$ cat src/rtl/hazard_pkg.sv
// Shared types for the hazard scoreboard: FSM encoding and the tracked
// pipe-entry record.
package hazard_pkg;

    // Widest register index the entry record can hold; REG_AW must not exceed it.
    localparam int RD_W_MAX = 16;

    typedef enum logic {
        ST_RUN   = 1'b0,
        ST_STALL = 1'b1
    } state_t;

    typedef struct packed {
        logic                valid;
        logic [RD_W_MAX-1:0] rd;
        logic                is_load;
    } pipe_entry_t;

    localparam pipe_entry_t BUBBLE = '{valid: 1'b0, rd: '0, is_load: 1'b0};

endpackage

$ cat src/rtl/hazard_match.sv
// Per-source producer search: reports the youngest pipe stage whose
// destination matches one decode source operand.
module hazard_match
    import hazard_pkg::*;
#(
    parameter int REG_AW    = 5,
    parameter int FWD_DEPTH = 3,
    parameter int SEL_W     = $clog2(FWD_DEPTH + 1)
) (
    input  pipe_entry_t [FWD_DEPTH-1:0] i_pipe,
    input  logic                        i_id_valid,
    input  logic [REG_AW-1:0]           i_src,
    input  logic                        i_used,
    output logic                        o_hit,
    output logic                        o_is_load,
    output logic [SEL_W-1:0]            o_stage
);

    logic [RD_W_MAX-1:0] w_src_ext;

    assign w_src_ext = RD_W_MAX'(i_src);

    // Scan oldest to youngest so the smallest matching stage is the one kept.
    always_comb begin
        o_hit     = 1'b0;
        o_is_load = 1'b0;
        o_stage   = '0;
        if (i_id_valid && i_used && (i_src != '0)) begin
            for (int k = FWD_DEPTH - 1; k >= 0; k--) begin
                if (i_pipe[k].valid && (i_pipe[k].rd == w_src_ext)) begin
                    o_hit     = 1'b1;
                    o_is_load = i_pipe[k].is_load;
                    o_stage   = SEL_W'(k + 1);
                end
            end
        end
    end

endmodule

$ cat src/rtl/hazard_scoreboard.sv
// Decode-stage hazard scoreboard: tracks in-flight destinations, selects
// forwarding sources and inserts load-use bubbles.
//
// state    | meaning
// ST_RUN   | no load-use bubble was issued on the previous edge
// ST_STALL | a load-use bubble was issued on the previous edge
module hazard_scoreboard
    import hazard_pkg::*;
#(
    parameter int REG_AW    = 5,
    parameter int FWD_DEPTH = 3,
    parameter int LOAD_LAT  = 2,
    parameter int CNT_W     = 16
) (
    input  logic                               clk,
    input  logic                               rst_n,
    input  logic                               id_valid,
    input  logic [REG_AW-1:0]                  id_rs1,
    input  logic [REG_AW-1:0]                  id_rs2,
    input  logic                               id_rs1_used,
    input  logic                               id_rs2_used,
    input  logic [REG_AW-1:0]                  id_rd,
    input  logic                               id_rd_we,
    input  logic                               id_is_load,
    input  logic                               flush,
    output logic                               stall,
    output logic [$clog2(FWD_DEPTH+1)-1:0]     fwd_sel1,
    output logic [$clog2(FWD_DEPTH+1)-1:0]     fwd_sel2,
    output logic [CNT_W-1:0]                   stall_cnt,
    output logic                               busy_state
);

    localparam int SEL_W = $clog2(FWD_DEPTH + 1);
    localparam logic [SEL_W-1:0] LOAD_LAT_S = SEL_W'(LOAD_LAT);

    pipe_entry_t [FWD_DEPTH-1:0] r_pipe;
    state_t                      r_state;
    state_t                      w_state_nxt;
    pipe_entry_t                 w_issue;
    logic                        w_hit1, w_hit2;
    logic                        w_ld1, w_ld2;
    logic [SEL_W-1:0]            w_stage1, w_stage2;
    logic                        w_lu1, w_lu2;

    hazard_match #(.REG_AW(REG_AW), .FWD_DEPTH(FWD_DEPTH), .SEL_W(SEL_W)) u_match_rs1 (
        .i_pipe     (r_pipe),
        .i_id_valid (id_valid),
        .i_src      (id_rs1),
        .i_used     (id_rs1_used),
        .o_hit      (w_hit1),
        .o_is_load  (w_ld1),
        .o_stage    (w_stage1)
    );

    hazard_match #(.REG_AW(REG_AW), .FWD_DEPTH(FWD_DEPTH), .SEL_W(SEL_W)) u_match_rs2 (
        .i_pipe     (r_pipe),
        .i_id_valid (id_valid),
        .i_src      (id_rs2),
        .i_used     (id_rs2_used),
        .o_hit      (w_hit2),
        .o_is_load  (w_ld2),
        .o_stage    (w_stage2)
    );

    // A load younger than LOAD_LAT has no data yet; hold decode until it ages.
    assign w_lu1 = w_hit1 && w_ld1 && (w_stage1 < LOAD_LAT_S);
    assign w_lu2 = w_hit2 && w_ld2 && (w_stage2 < LOAD_LAT_S);

    assign stall      = id_valid && !flush && (w_lu1 || w_lu2);
    assign fwd_sel1   = w_stage1;
    assign fwd_sel2   = w_stage2;
    assign busy_state = (r_state == ST_STALL);

    always_comb begin
        w_issue = BUBBLE;
        if (!stall && !flush) begin
            w_issue.valid   = id_valid && id_rd_we && (id_rd != '0);
            w_issue.rd      = RD_W_MAX'(id_rd);
            w_issue.is_load = id_is_load;
        end
    end

    // Flush kills both the decode slot and whatever sat in stage 1.
    always_ff @(posedge clk or negedge rst_n) begin
        if (!rst_n) begin
            r_pipe <= '0;
        end else begin
            r_pipe[0] <= w_issue;
            for (int k = 1; k < FWD_DEPTH; k++) begin
                r_pipe[k] <= ((k == 1) && flush) ? BUBBLE : r_pipe[k-1];
            end
        end
    end

    always_comb begin
        w_state_nxt = ST_RUN;
        if (!flush && stall) begin
            w_state_nxt = ST_STALL;
        end
    end

    always_ff @(posedge clk or negedge rst_n) begin
        if (!rst_n) begin
            r_state <= ST_RUN;
        end else begin
            r_state <= w_state_nxt;
        end
    end

    always_ff @(posedge clk or negedge rst_n) begin
        if (!rst_n) begin
            stall_cnt <= '0;
        end else if (stall && (stall_cnt != {CNT_W{1'b1}})) begin
            stall_cnt <= stall_cnt + 1'b1;
        end
    end

endmodule
$ cat config.mk
export PLATFORM = sky130hd
export DESIGN_NAME = hazard_scoreboard
export DESIGN_NICKNAME = d
export VERILOG_FILES = /design/src/rtl/hazard_pkg.sv /design/src/rtl/hazard_match.sv /design/src/rtl/hazard_scoreboard.sv
export SDC_FILE = /design/constraint.sdc
export NUM_CORES = 1
export LEC_CHECK = 0
export BUFFER_PORTS_ARGS = -buffer_cell sky130_fd_sc_hd__clkbuf_2
export CAP_MARGIN = 20
export CORE_UTILIZATION = 40
export DETAILED_ROUTE_END_ITERATION = 8
export GPL_TIMING_DRIVEN = 0
export PLACE_DENSITY = 0.73
export SYNTH_ARGS = -nofsm -noshare
export SYNTH_HDL_FRONTEND = slang
export SYNTH_SLANG_ARGS = --single-unit
$ cat constraint.sdc
create_clock -name clk -period 2.5 [get_ports clk]
set_clock_uncertainty 0.05 [all_clocks]
set_input_delay 0.375 -clock clk [delete_from_list [all_inputs] [get_ports clk]]
set_output_delay 0.375 -clock clk [all_outputs]
set_load 0.02 [all_outputs]
# [Word-level counts from Yosys, hierarchy flattened]
# Index checks and enable logic that the tools add are counted.
[word_totals] inputBits=23 ff_bits=71
[op_classes] reduce_logical=27 n_eq_ne=7 add_sub_neg=1 mux=27 n_lt_le_gt_ge=2
[op_table] op="16-bit by 5-bit equality test with 1-bit output" count=6
[op_table] op="18-bit 2-to-1 mux" count=2
[op_table] op="1-bit logical AND" count=21
[op_table] op="1-bit 2-to-1 mux" count=17
[op_table] op="16-bit by 1-bit adder with 16-bit output (second input constant)" count=1
[op_table] op="2-bit 2-to-1 mux" count=8
[op_table] op="16-bit != test (second input constant)" count=1
[op_table] op="5-bit nonzero test" count=3
[op_table] op="2-bit < comparator (second input constant)" count=2
[op_table] op="1-bit logical NOT" count=2
[op_table] op="1-bit logical OR" count=1

# [Logic depth before layout (Yosys ltp)]
[logic_depth] depth_word=13 ltp_mapped=7 ltp_nobuf=6

# [Cells and area by module]
# A second synthesis with hierarchy kept.
[hier_totals] hier_cells=209 hier_area_um2=2225.9
[by_module_without_submodules] module="hazard_scoreboard" area_each_um2=1492.7 instances=1 cells_per_inst=117
[by_module_without_submodules] module="hazard_match" area_each_um2=366.6 instances=2 cells_per_inst=46

# [Least setup slack after synthesis]
# OpenSTA, ideal clock, no wires.
[synth_timing] path_type="in2out" start="input id_rs2[0]" end="output stall" path_buffers=1 arrival_ns=1.687 stages=6 path_slack_ns=0.388 cell_sequence="or4_1 -> o211ai_1 -> nand4bb_1 -> a21bo_4 -> buf_6 -> inv_1"
[synth_between] elab_chain_cells=10 elab_cells_between_ends=25
[synth_rtl] element="start, declared" line_no="hazard_scoreboard.sv:19" rtl="input logic [REG_AW-1:0] id_rs2,"
[synth_rtl] element="16-bit by 5-bit equality test with 1-bit output" line_no="hazard_match.sv:30" rtl="if (i_pipe[k].valid && (i_pipe[k].rd == w_src_ext)) begin"
[synth_rtl] element="1-bit logical AND" line_no="hazard_match.sv:30"
[synth_rtl] element="2-bit 2-to-1 mux / 1-bit 2-to-1 mux (equally long branches) (3 in series)" line_no="hazard_match.sv:30"
[synth_rtl] element="2-bit 2-to-1 mux / 1-bit 2-to-1 mux (equally long branches)" line_no="hazard_match.sv:28" rtl="if (i_id_valid && i_used && (i_src != '0)) begin"
[synth_rtl] element="2-bit < comparator / 1-bit logical AND (equally long branches)" line_no="hazard_scoreboard.sv:67" rtl="assign w_lu2 = w_hit2 && w_ld2 && (w_stage2 < LOAD_LAT_S);"
[synth_rtl] element="1-bit logical AND *" line_no="hazard_scoreboard.sv:67"
[synth_rtl] element="1-bit logical OR *" line_no="hazard_scoreboard.sv:69" rtl="assign stall = id_valid && !flush && (w_lu1 || w_lu2);"
[synth_rtl] element="1-bit logical AND *" line_no="hazard_scoreboard.sv:69"
[synth_rtl] element="end, declared" line_no="hazard_scoreboard.sv:26" rtl="output logic stall,"
# Mark *: on every way between the ends. The rest lies on a longest branch, timed or not.

# [Worst setup path after layout]
# Ends and elaborated chain as after synthesis.

==> results.md <==
- Ys flop type: dfrtp_1
- Fin util: 52.21%
- Worst reg-to-reg setup slack: 0.37 ns
- CTS max path bufs: 2
- WP depth: 8
- Multiplexer share of the synthesized area: 0.8038%
- Most frequent cell after synthesis: xor2_1
- Post-Layout Cell Count: 276
- Setup CP Type: primary input to primary output
- FP Rows: 24
- Post-synth EDFFs: 0
- Slew margin rel.: 41.64%
- CTS buffer count: 5
- IO Count: 45
- Layout cells sized above 1: 30.36%
- Die Span Y: 70.34 µm
- RR Startpoint: r_pipe[5]$_DFF_PN0_
- Seq/Total Area, Yosys: 48.23%
- Hold WS: 0.1422 ns
- Syn nets: 191
- Synth top area cells: dfrtp_1 (48%), xor2_1 (18%), nor4_1 (3.0%), xnor2_1 (2.8%), nor2b_1 (2.7%)
- Status: complete, no violations
- Number of synthesized register bits: 36
- Clk slew on worst S/H paths: 0.07 ns
- Hpwl dp: 2891 µm
- Number of global-route vias before repair: 1,343
- Clk root buf: clkbuf_8
- Simple-gate share of the synthesized area: 23.98%
- CTS tree: built
- H-tree depth: 2
- Crit path buf inv count: 4
- CTS Sinks: 36
- Largest delay share family, worst path: simple AND/OR/NAND/NOR gates
- Synth warn: 0
- Die width: 70.34 µm
- Worst reg2reg path depth: 7
- Total grt overflow: 0
- PortBufs: 44
- Iter 0 DRT Violations: 60
- Worst Setup SP: id_rs2[0]
- Placer Congestion: 0.8258
- Synth top area share: 48.23%
- Initial Util: 42.32%
- Crit Path Max Fanout: 10
- Total track usage: 16.88%
- Setup violations, final: 0
- Min-Delay Path Class: primary input to async pin
- Peak supply drop: 0.2405 mV
- Adder-cell area share of the yosys netlist: 0.6698%
- Complex-gate fraction of the synthesized area: 3.818%
- Hold buffer count at CTS: 0
- Syn Area/Cell: 11.19 µm²
- First-pass DRT Iterations: 4
- Critical path's most frequent cell: clkbuf_2
- Setup crit end: stall
- R2r endpoint: stall_cnt[7]$_DFFE_PN0P_
- Critical path required time: 2.08 ns
- Initial antenna violation count: 0
- Syn Inst Count: 167
- Via density: 5.112
- Placed insts: 263
- Synth top cells by count: xor2_1 (39), dfrtp_1 (36), nor4_1 (9)
- Detailed-route via count: 1,411
- Routed wire length: 3933 µm
- Netlist cell types: 38
- Wirelength per Cell: 14.25 µm
- Drc violations: 0
- Layout fillers: 399
- Worst Setup End Kind: primary output
- Crit-path max cell delay: 0.52 ns
- Main combinational cell family by area after synthesis: simple AND/OR/NAND/NOR gates
- Final nets: 247
- Die area: 0.004948 mm²
- XOR/XNOR Fraction of Synth Area: 21.10%
- Startpoint types: primary input
- Ant diodes: 0
- Cell Chain, Critical Path: clkbuf_2, or4_1, o211ai_1, nand4bb_1, a21bo_4, buf_6, inv_1, clkbuf_2
- P per Cell Area: 523.7 mW/mm²
- Clock Latency Late Sink: 0.28 ns
- Core outline area: 0.004414 mm²
- Fin crit share: 96.42%
- Cell Area, Synth: 0.001868 mm²
- FF/Latch Area: 900.9 µm²
- Leakage: 0.001215 µW
- Final Max Slew Viols: 0
- Number of max-cap violations: 0
- Arrival time of the worst setup path: 1.99 ns
- Fin. Hold Viols: 0
- Synth area leader: dfrtp_1
- Crit path time final: 2.410 ns
- Overall power: 1207 µW
- Slew @ Worst Pin: 0.8754 ns
- DRT antenna net count: 0
- First-pass GRT wire length: 6520 µm
- Slowest CP cell: or4_1
- Multi-input gate area: 947.2 µm²
- P&R area growth vs syn: 23.38%
- Largest net degree at the start of global routing: 37
- Asr flop ratio synth: 100.0%
- Highest clock rate: 414.9 MHz
[metal layers]
metal  GRT usage [%]  vias up  part of all wire [%]
met3           3.752        6                   4.1
met5               0        -                     0
li1                -      690                     -
met1           23.28      685                    46
met2           25.93       30                    49
met4           6.222        0                   1.0
[how the worst min path moves through the flow]
stage	cells after the start	to	slack [ns]
final	1	stall_cnt[13]$_DFFE_PN0P_	0.14
after global routing	1	stall_cnt[13]$_DFFE_PN0P_	0.22
after CTS	1	stall_cnt[14]$_DFFE_PN0P_	0.18
after detailed placement	0	r_pipe[53]$_DFF_PN0_	0.36
after global placement	0	r_pipe[53]$_DFF_PN0_	0.36
after floorplan	0	busy_state$_DFF_PN0_	0.03
[stage by stage]
step	instance area, µm²	setup TNS, ns	setup slack (ns)
detailed placement	2153	-0.01072	-0.01072
CTS	2276	0	0.01314
global route	2305	-0.0008313	-0.0008313
floorplan	1868	0	0.3883
finish	2305	0	0.08951
global placement	2153	-0.002164	-0.002164
[sequential cells by signal (all words and copies together), names as in the netlist]
| name | count |
|---|---|
| busy_state | 1 |
| stall_cnt | 16 |
| r_pipe | 19 |
[kinds of logic after synthesis]
| group | Yosys count |
|---|---|
| compound gates | 9 |
| buf+inv | 5 |
| mux | 1 |
| xor+xnor | 45 |
| simple gates | 70 |
| fa+ha+maj | 1 |
| flops | 36 |
[area by class of cell]
| class | instances | area share (%) |
|---|---|---|
| clock buffers | 6 | 3.149 |
| repair buffers | 49 | 11.18 |
| well taps | 52 | 2.823 |
| plain buffers | 1 | 0.4886 |
| inverters | 4 | 0.6515 |
| flip-flops and latches | 36 | 39.09 |
| clock inverters | 2 | 1.520 |
| multi-input cells | 126 | 41.10 |
[worst register-to-register path, delay by kind of cell (launching register included)]
kind	cells	cell delay (ns)
xor+xnor	2	0.34
compound gates	1	0.27
flops	1	0.42
buf+inv	1	0.14
simple gates	3	0.85
[timing repair]
action,4_1_cts,5_1_grt
pin swaps,2,4
buffers inserted,2,3
endpoints found under the setup margin,1,1
gates resized for setup,0,1
endpoints found under the hold margin,0,0
[power breakdown]
part | internal [µW] | switching, µW | leakage (µW)
clock network | 296 | 202 | 0.0000552
logic | 45.7 | 55.9 | 0.000675
registers | 595 | 13.0 | 0.000485
[placed cells by master (no fill, tap or decap), types with 3 or more instances in the layout]
master,count
clkbuf_8,5
and2_1,7
or4_1,3
xor2_1,39
inv_1,4
buf_4,5
nand2_1,7
xnor2_1,6
dfrtp_1,36
clkbuf_2,44
nand3_1,6
nor2b_1,8
nor2_1,5
nor3_1,7
nor4_1,8
No activity file was read; power rests on OpenSTA's default activity.
